### config.mk
export PLATFORM = sky130hd
export DESIGN_NAME = mem_bus_arbiter
export DESIGN_NICKNAME = d
export VERILOG_FILES = /design/src/rtl/mem_bus_arbiter_pkg.sv /design/src/rtl/mem_bus_arbiter_timeout.sv /design/src/rtl/mem_bus_arbiter.sv
export SDC_FILE = /design/constraint.sdc
export NUM_CORES = 1
export LEC_CHECK = 0
export CAP_MARGIN = 5
export CORE_UTILIZATION = 43
export DETAILED_ROUTE_END_ITERATION = 8
export PLACE_DENSITY = 0.83
export SETUP_SLACK_MARGIN = 0.02
export SLEW_MARGIN = 40
export SYNTH_ARGS = -nofsm -noshare
export SYNTH_HDL_FRONTEND = slang
export SYNTH_SLANG_ARGS = --single-unit
### constraint.sdc
create_clock -name clk -period 2.5 [get_ports clk]
set_input_delay 0.25 -clock clk [delete_from_list [all_inputs] [get_ports clk]]
set_output_delay 0.25 -clock clk [all_outputs]
set_load 0.05 [all_outputs]
### src/rtl/mem_bus_arbiter_pkg.sv
// mem_bus_pkg: shared types and constants for the core-side memory bus arbiter.
//   arb_state_t    - access FSM states
//   grant_t        - which core port owns (or last owned) the bus
//   BUS_ABORT_DATA - read data returned when an access times out
//   BE_B/BE_H/BE_W - byte-enable patterns for byte / half / word accesses
//   TMO_W          - width of the per-access timeout counter
package mem_bus_pkg;

  typedef enum logic [2:0] {
    ST_IDLE   = 3'd0,
    ST_FETCH  = 3'd1,
    ST_DREAD  = 3'd2,
    ST_DWRITE = 3'd3,
    ST_RESP   = 3'd4
  } arb_state_t;

  typedef enum logic {
    GNT_FETCH = 1'b0,
    GNT_DATA  = 1'b1
  } grant_t;

  localparam logic [31:0] BUS_ABORT_DATA = 32'hDEADBEEF;

  localparam logic [3:0] BE_B = 4'b0001;
  localparam logic [3:0] BE_H = 4'b0011;
  localparam logic [3:0] BE_W = 4'b1111;

  localparam int TMO_W = 8;

  // True while a memory strobe is (or should be) outstanding.
  function automatic logic is_access(input arb_state_t s);
    return (s == ST_FETCH) || (s == ST_DREAD) || (s == ST_DWRITE);
  endfunction

endpackage

### src/rtl/mem_bus_arbiter_timeout.sv
// bus_timeout_ctr: per-access watchdog counter.
//   clk, rst  - clock, synchronous active-high reset
//   clear     - restart the count (new access granted)
//   enable    - count this cycle (access outstanding, memory still busy)
//   limit     - terminal count
//   expired   - count has reached limit; holds there until cleared
module bus_timeout_ctr
  import mem_bus_pkg::*;
#(
  parameter int CNT_W = TMO_W
) (
  input  logic             clk,
  input  logic             rst,
  input  logic             clear,
  input  logic             enable,
  input  logic [CNT_W-1:0] limit,
  output logic             expired
);

  logic [CNT_W-1:0] count;

  assign expired = (count == limit);

  // Saturates at the limit so a stuck enable cannot wrap back below it.
  always_ff @(posedge clk) begin
    if (rst)                     count <= '0;
    else if (clear)              count <= '0;
    else if (enable && !expired) count <= count + 1'b1;
  end

endmodule

### src/rtl/mem_bus_arbiter.sv
// mem_bus_arbiter: shares one external memory bus between the core's
// instruction-fetch port and its load/store port.
//   clk, rst              - clock, synchronous active-high reset
//   i_req/i_addr          - fetch request (held until i_ack) and address
//   i_ack/i_rdata         - one-cycle fetch completion pulse and instruction
//   d_read/d_write        - load / store request (held until d_ack)
//   d_addr/d_wdata/d_be   - load/store address, store data, byte enables
//   d_ack/d_rdata         - one-cycle data completion pulse and load data
//   m_read/m_write        - memory strobes (registered, mutually exclusive)
//   m_addr/m_wdata/m_be   - memory address, write data, byte enables
//   m_busy/m_rdata        - memory busy (low = done) and read data
//   stall                 - freezes the core while any request is unacked
//   err                   - sticky error: timeout abort or read+write together
//
// Access timeline: request seen in IDLE (cycle 0), strobe from cycle 1,
// completion cycle C (m_busy low, never cycle 1), ack in RESP at C+1.
module mem_bus_arbiter
  import mem_bus_pkg::*;
#(
  parameter int ADDR_W  = 32,
  parameter int DATA_W  = 32,
  parameter int TIMEOUT = 255
) (
  input  logic              clk,
  input  logic              rst,
  input  logic              i_req,
  input  logic [ADDR_W-1:0] i_addr,
  output logic              i_ack,
  output logic [DATA_W-1:0] i_rdata,
  input  logic              d_read,
  input  logic              d_write,
  input  logic [ADDR_W-1:0] d_addr,
  input  logic [DATA_W-1:0] d_wdata,
  input  logic [3:0]        d_be,
  output logic              d_ack,
  output logic [DATA_W-1:0] d_rdata,
  output logic              m_read,
  output logic              m_write,
  output logic [ADDR_W-1:0] m_addr,
  output logic [DATA_W-1:0] m_wdata,
  output logic [3:0]        m_be,
  input  logic              m_busy,
  input  logic [DATA_W-1:0] m_rdata,
  output logic              stall,
  output logic              err
);

  localparam logic [TMO_W-1:0]  TMO_LIMIT = TMO_W'(TIMEOUT);
  localparam logic [DATA_W-1:0] ABORT_RD  = DATA_W'(BUS_ABORT_DATA);

  arb_state_t state;
  grant_t     last_grant;
  logic       first_cyc;   // first access cycle: memory may not have raised m_busy yet
  logic       blk_i;       // fetch port just acked, still holding i_req
  logic       blk_d;       // data port just acked, still holding d_read/d_write

  logic in_acc, f_ok, d_ok, take_d, take_f, done, abort, tmo_expired;
  logic [DATA_W-1:0] rd_val;

  // ---------------------------------------------------------------------
  // Arbitration: data normally wins, but a fetch waiting behind a data
  // grant goes next so the two ports alternate under sustained load.
  // ---------------------------------------------------------------------
  assign in_acc = is_access(state);
  assign f_ok   = i_req & ~blk_i;
  assign d_ok   = (d_read | d_write) & ~blk_d;
  assign take_d = (state == ST_IDLE) && d_ok && !((last_grant == GNT_DATA) && f_ok);
  assign take_f = (state == ST_IDLE) && f_ok && !take_d;

  // Normal completion takes priority over a timeout landing the same cycle.
  assign done   = in_acc && !first_cyc && !m_busy;
  assign abort  = in_acc && !done && tmo_expired;
  assign rd_val = done ? m_rdata : ABORT_RD;

  assign stall  = (i_req & ~i_ack) | ((d_read | d_write) & ~d_ack);

  bus_timeout_ctr #(.CNT_W(TMO_W)) u_tmo (
    .clk     (clk),
    .rst     (rst),
    .clear   (take_d | take_f),
    .enable  (in_acc & m_busy),
    .limit   (TMO_LIMIT),
    .expired (tmo_expired)
  );

  // ---------------------------------------------------------------------
  // Access FSM. All bus outputs are registered so they stay stable for the
  // whole access; requests are only looked at in IDLE.
  // ---------------------------------------------------------------------
  always_ff @(posedge clk) begin
    if (rst) begin
      state      <= ST_IDLE;
      last_grant <= GNT_FETCH;
      first_cyc  <= 1'b0;
      blk_i      <= 1'b0;
      blk_d      <= 1'b0;
      i_ack      <= 1'b0;
      d_ack      <= 1'b0;
      i_rdata    <= '0;
      d_rdata    <= '0;
      m_read     <= 1'b0;
      m_write    <= 1'b0;
      m_addr     <= '0;
      m_wdata    <= '0;
      m_be       <= '0;
      err        <= 1'b0;
    end else begin
      i_ack <= 1'b0;
      d_ack <= 1'b0;

      unique case (state)
        ST_IDLE: begin
          // Re-issue guard lasts exactly one IDLE cycle.
          blk_i <= 1'b0;
          blk_d <= 1'b0;
          if (take_d) begin
            last_grant <= GNT_DATA;
            first_cyc  <= 1'b1;
            m_addr     <= d_addr;
            m_wdata    <= d_wdata;
            // Read+write together is a core bug; the store side is honoured.
            if (d_write) begin
              state   <= ST_DWRITE;
              m_write <= 1'b1;
              m_be    <= d_be;
            end else begin
              state   <= ST_DREAD;
              m_read  <= 1'b1;
              m_be    <= BE_W;
            end
            if (d_read && d_write) err <= 1'b1;
          end else if (take_f) begin
            last_grant <= GNT_FETCH;
            first_cyc  <= 1'b1;
            m_addr     <= i_addr;
            m_wdata    <= '0;
            m_be       <= BE_W;
            m_read     <= 1'b1;
            state      <= ST_FETCH;
          end
        end

        ST_FETCH, ST_DREAD, ST_DWRITE: begin
          first_cyc <= 1'b0;
          if (done || abort) begin
            state   <= ST_RESP;
            m_read  <= 1'b0;
            m_write <= 1'b0;
            if (state == ST_FETCH) begin
              i_ack   <= 1'b1;
              i_rdata <= rd_val;
            end else begin
              d_ack <= 1'b1;
              // Stores leave the load-data register untouched.
              if (state == ST_DREAD) d_rdata <= rd_val;
            end
            if (abort) err <= 1'b1;
          end
        end

        ST_RESP: begin
          state <= ST_IDLE;
          blk_i <= (last_grant == GNT_FETCH);
          blk_d <= (last_grant == GNT_DATA);
        end

        default: state <= ST_IDLE;
      endcase
    end
  end

endmodule

# After elaboration in Yosys (flattened, before gate mapping)
# Index checks and enable logic that the tools add are counted.
[totals]
ff_bits = 152
inputBits = 138
out_inout_bits = 138
wordCells = 114
[classes]
add_sub_neg = 1
eq_ne = 12
mux = 34
bitwise = 16
reduce_logical = 35
[ops]
columns = ["operator", "n"]
rows = [
  ["2-to-1 mux 32 bit", 5],
  ["2-to-1 mux 1 bit", 16],
  ["2-to-1 mux 4 bit", 3],
  ["one-hot mux 1 bit (2 select lines)", 6],
  ["AND reduction 4 bit", 3],
  ["logical AND 1 bit", 11],
  ["2-to-1 mux 3 bit", 3],
  ["adder 8 x 1 -> 8 bit, second input constant", 1],
  ["equality test 8 bit, second input constant", 1],
  ["!= test 2 bit, second input constant", 4],
  ["NOT 1 bit", 8],
  ["equality test 3 x 2 -> 1 bit, second input constant", 2],
  ["zero test 1 bit", 6],
  ["!= test 3 bit, second input constant", 2],
  ["one-hot mux 3 bit (2 select lines)", 1],
  ["AND reduction 2 bit", 3],
  ["nonzero test 2 bit", 3],
  ["OR reduction 3 bit", 2],
  ["AND 1 bit", 5],
  ["AND reduction 5 bit", 1],
  ["equality test 3 x 1 -> 1 bit, second input constant", 1],
  ["equality test 3 bit, second input constant", 1],
  ["zero test 3 bit", 1],
  ["logical OR 1 bit", 3],
  ["other kinds (4)", 6],
]

# Logic depth before layout (Yosys ltp)
[depth]
word_depth = 11
ltp_mapped = 7
depth_no_buf = 6

# Cells and area by module
# A second synthesis with hierarchy kept.
[unflattened]
cells_unflattened = 665
area_unflattened_um2 = 6226.0
[modules_own_cells]
columns = ["mod", "n_inst", "cells_each", "area_each_um2", "seq_area_each_um2"]
rows = [
  ["mem_bus_arbiter", 1, 607, 5714.2, 2882.8],
  ["bus_timeout_ctr", 1, 58, 511.7, 160.2],
]

# Least setup slack after synthesis
# OpenSTA, ideal clock, no wires.
[synth_path]
kind = "register to register"
start = "register u_tmo.count[0]"
end = "register i_rdata[0]"
setup_time_ns = 0.119
arrival_ns = 1.501
required_time_ns = 2.381
path_slack_ns = 0.881
stages_incl_launch_ff = 8
n_path_buf = 2
synth_period_minus_slack_ns = 1.619
path_cell_list = "dfxtp_1 ha_1 nand3_1 o22ai_2 and2_1 buf_2 buf_4 o221a_1"
[synth_between]
elab_chain_len = 4
[synth_rtl]
columns = ["item", "line_no", "source"]
rows = [
  ["from (decl)", "mem_bus_arbiter_timeout.sv:20", "logic [CNT_W-1:0] count;"],
  ["from (signal assigned)", "mem_bus_arbiter_timeout.sv:28", "else if (enable && !expired) count <= count + 1'b1;"],
  ["equality test 8 bit", "mem_bus_arbiter_timeout.sv:22", "assign expired = (count == limit);"],
  ["logical AND 1 bit", "mem_bus_arbiter.sv:72", "assign abort = in_acc && !done && tmo_expired;"],
  ["logical OR 1 bit", "mem_bus_arbiter.sv:145", "if (done || abort) begin"],
  ["AND reduction 3 bit (no source line)", "-", ""],
  ["to (signal assigned)", "mem_bus_arbiter.sv:151", "i_rdata <= rd_val;"],
  ["to (decl)", "mem_bus_arbiter.sv:29", "output logic [DATA_W-1:0] i_rdata,"],
]
# Every way passes these cells.
# A chain may end at the register's enable or synchronous reset.

# Final worst setup path
[layout_path]
start = "register i_ack"
end = "output i_ack"
[layout_lines]
columns = ["item", "line_no", "source"]
rows = [
  ["from (decl)", "mem_bus_arbiter.sv:28", "output logic i_ack,"],
  ["from (signal assigned)", "mem_bus_arbiter.sv:97", "i_ack <= 1'b0;"],
  ["from (signal assigned)", "mem_bus_arbiter.sv:108", "i_ack <= 1'b0;"],
  ["from (signal assigned)", "mem_bus_arbiter.sv:150", "i_ack <= 1'b1;"],
]
# No word-level cell between the ends.

==> flow_summary.ini <==
[setup_path]
cp-end-kind = primary output
timing.rr.start = u_tmo.count[0]$_SDFFE_PP0P_
crit_buf_inv = 1
cp_slowest_stage_delay_ns = 0.86
worstPathMaxFanout = 2
setup.worst_path.start_class = register
criticalPathCategory = register to primary output
cp_cell_sequence = clkdlybuf4s50_1
crit_required_ns = 2.25
reg2regPathDepth = 6
reg2reg_to = d_rdata[21]$_SDFFE_PP0P_
worstPathArrival_ns = 1.66
worst_path_dominant_cell_family = buffers and inverters
slowest_stage = clkdlybuf4s50_1
rrSetupSlack_ns = 0.60

[layout]
final_common_cell = clkdlybuf4s50_1
ff_latch_area_mm2 = 0.00304
nets = 925
area_growth_pct = 63.5
n_antenna_cell = 0
multi_input_area_mm2 = 0.00218
drive_gt1_frac = 0.0739
layout_common_cells = clkdlybuf4s50_1 (274), dfxtp_1 (152), a21oi_1 (76)
fin_cells = 966
fill_cells = 885

[logic_synthesis]
synthMuxAreaShare = 0.00184
synth_area_mm2 = 0.00544
synth_simple_gate_area_frac = 0.0789
synth_xor_area_frac = 0.00322
yosysUniqueCellTypes = 43
synth_compound_area_frac = 0.312
synth_top_family_by_area = compound AO/OA/AOI/OAI gates
ys_ff_latch = 152
seq_area_frac_synth = 0.560
synthCells = 520
synth_nets = 659
syn_area_per_cell_um2 = 10.5
synthAdderAreaFrac = 0.00230
yosysWarnings = 0

[drt]
drt_iter0_markers = 328
route.met3.wl_mm = 1.49
ant_nets = 0
wl_per_cell_um = 18.4
highest_layer = met4
drt_wl_total_mm = 17.7
vias = 5362
routed-wl-met2_mm = 9.07
met1Wirelength_mm = 6.67
via_per_inst = 5.55
route.detailed.drc = 0
first_pass_iters = 5

[global_routing]
antenna_found_initial = 0
overflow = 0
grt_max_degree = 49
grt_use_total = 0.266
grt_pass1_wl_mm = 26.8
grt_pass1_vias = 5290

[die]
fp.dieW_um = 114
initial_core_util = 0.447
core_mm2 = 0.0122
dieArea_mm2 = 0.0131
fp-row-count = 40
io_pins = 276
fp.dieH_um = 114

[clock_tree]
cts-htree-levels = 4
postCtsHoldBufs = 0
clock_latency_ns = 0.42
cts_setup_buffers = 0
clockRootBuffer = clkbuf_16
cts_max_path_buffers = 2
cts_tree = yes
numCtsBuffers = 17
clk_pin_slew_worst_paths_ns = 0.06
clock_sinks = 152
cts_resized = 0

[min_path]
holdPathStages = 3
hold_end = m_addr[29]$_SDFFE_PP0P_
hp-class = input port to register
hold_start = i_addr[29]

[timing]
rsz0062_at_grt = no
tightest_slew_ns = 0.729
final_min_period_over_clock_period = 0.764
drv_slew = 0
clock.fmax_ghz = 0.524
relSlewSlack = 0.513
setup_violations = 0
clock_skew_ns = 0.00982
finalHoldViolations = 0
tns_ns = 0
period_needed_ns = 1.91

[pwr]
p_per_area_mw_per_mm2 = 1120
ir_drop_uv = 677
leakagePower_uw = 0.00329

[placement]
place.gp.congestion = 0.841
dp_hpwl_mm = 12.7
port-buffer-count = 275
dp.cells = 935

[flow_run]
maxCapViolCount = 0

[status]
status = completed
-- synth_stat cells --
master | count | area share
dfxtp_1 | 152 | 0.56
a21oi_1 | 76 | 0.070
o221a_1 | 48 | 0.099
nand2_1 | 40 | 0.028
o21ai_0 | 35 | 0.032
a22o_1 | 32 | 0.052
clkbuf_1 | 25 | 0.017
nor2_1 | 17 | 0.012
a32o_1 | 16 | 0.029
buf_2 | 14 | 0.013
inv_1 | 5 | 0.0035
nand3_1 | 5 | 0.0046
nand3b_1 | 5 | 0.0069
o22ai_1 | 5 | 0.0058
buf_4 | 4 | 0.0055
and2_1 | 3 | 0.0035
nor3_1 | 3 | 0.0028
o31ai_1 | 3 | 0.0041
or4_1 | 3 | 0.0041
a31oi_1 | 2 | 0.0023
nand4_1 | 2 | 0.0023
o21ai_1 | 2 | 0.0018
or3_1 | 2 | 0.0023
xor2_1 | 2 | 0.0032
a211oi_1 | 1 | 0.0014
a221oi_1 | 1 | 0.0016
and3_1 | 1 | 0.0012
buf_6 | 1 | 0.0021
ha_1 | 1 | 0.0023
inv_2 | 1 | 0.00069
mux2i_1 | 1 | 0.0018
nand3_2 | 1 | 0.0018
nand4_2 | 1 | 0.0023
nor2b_1 | 1 | 0.0012
nor3_4 | 1 | 0.0030
nor3b_1 | 1 | 0.0014
nor3b_2 | 1 | 0.0023
o2111ai_1 | 1 | 0.0016
o211ai_2 | 1 | 0.0023
o21a_1 | 1 | 0.0014
o21ba_2 | 1 | 0.0018
o21ba_4 | 1 | 0.0030
o22ai_2 | 1 | 0.0023
-- cell families (layout without fill, tap and decap cells) --
group | Yosys count | after routing
AOI/OAI and AO/OA | 227 | 227
xor gates and xnor gates | 2 | 2
adders and majority gates | 1 | 1
buffers and inverters | 50 | 328
DFF | 152 | 152
muxes | 1 | 1
and+or+nand+nor | 87 | 87
-- state kept, by name, summed over array words and instances (netlist names) --
register / flops
blk_d: 1
blk_i: 1
d_ack: 1
d_rdata: 32
err: 1
first_cyc: 1
i_ack: 1
i_rdata: 32
last_grant: 1
m_addr: 32
m_be: 4
m_read: 1
m_wdata: 32
m_write: 1
state: 3
u_tmo.count: 8
-- where the power goes --
group / switching, uW / internal, uW
Combinational: 2840 / 1480
Sequential: 300 / 2920
Clock: 984 / 1450
Total: 4120 / 5850
-- through the flow --
step / power (uW) / setup slack, ns / utilization / hold slack (ns) / area (um^2)
2_1_floorplan: 6020 / 0.881 / - / 0.383 / 5440
6_report: 9970 / 0.590 / 0.731 / 0.377 / 8890
3_5_place_dp: 7570 / 0.407 / 0.685 / 0.458 / 8330
5_1_grt: 10400 / 0.465 / 0.731 / 0.377 / 8890
4_1_cts: 10000 / 0.586 / 0.731 / 0.365 / 8890
3_3_place_gp: 7480 / 0.154 / 0.684 / 0.449 / 8320
-- final cells by class --
| class | count | area share |
|---|---|---|
| Clock buffer | 21 | 0.0529 |
| Inverter | 6 | 0.00253 |
| Sequential cell | 152 | 0.342 |
| Multi-Input combinational cell | 318 | 0.245 |
| Timing Repair Buffer | 291 | 0.323 |
| Clock inverter | 10 | 0.0107 |
| Tap cell | 168 | 0.0236 |
-- how the worst max path moves through the flow --
| stage | from | to | slack [ns] | cells after the start |
|---|---|---|---|---|
| after floorplan | u_tmo.count[0]$_SDFFE_PP0P_ | i_rdata[0]$_SDFFE_PP0P_ | 0.88 | 7 |
| after global placement | d_write | m_wdata[12]$_SDFFE_PP0P_ | 0.15 | 5 |
| after detailed placement | d_write | m_wdata[30]$_SDFFE_PP0P_ | 0.41 | 5 |
| after CTS | i_ack$_SDFF_PP0_ | i_ack | 0.59 | 1 |
| after global routing | u_tmo.count[0]$_SDFFE_PP0P_ | d_rdata[21]$_SDFFE_PP0P_ | 0.46 | 6 |
| final | i_ack$_SDFF_PP0_ | i_ack | 0.59 | 1 |
-- per-layer routing --
| layer | global-route usage | vias up |
|---|---|---|
| li1 | - | 2510 |
| met5 | 0 | - |
| met2 | 0.481 | 264 |
| met1 | 0.281 | 2546 |
| met3 | 0.0889 | 42 |
| met4 | 0.118 | 0 |
(Power assumes the default switching activity.)
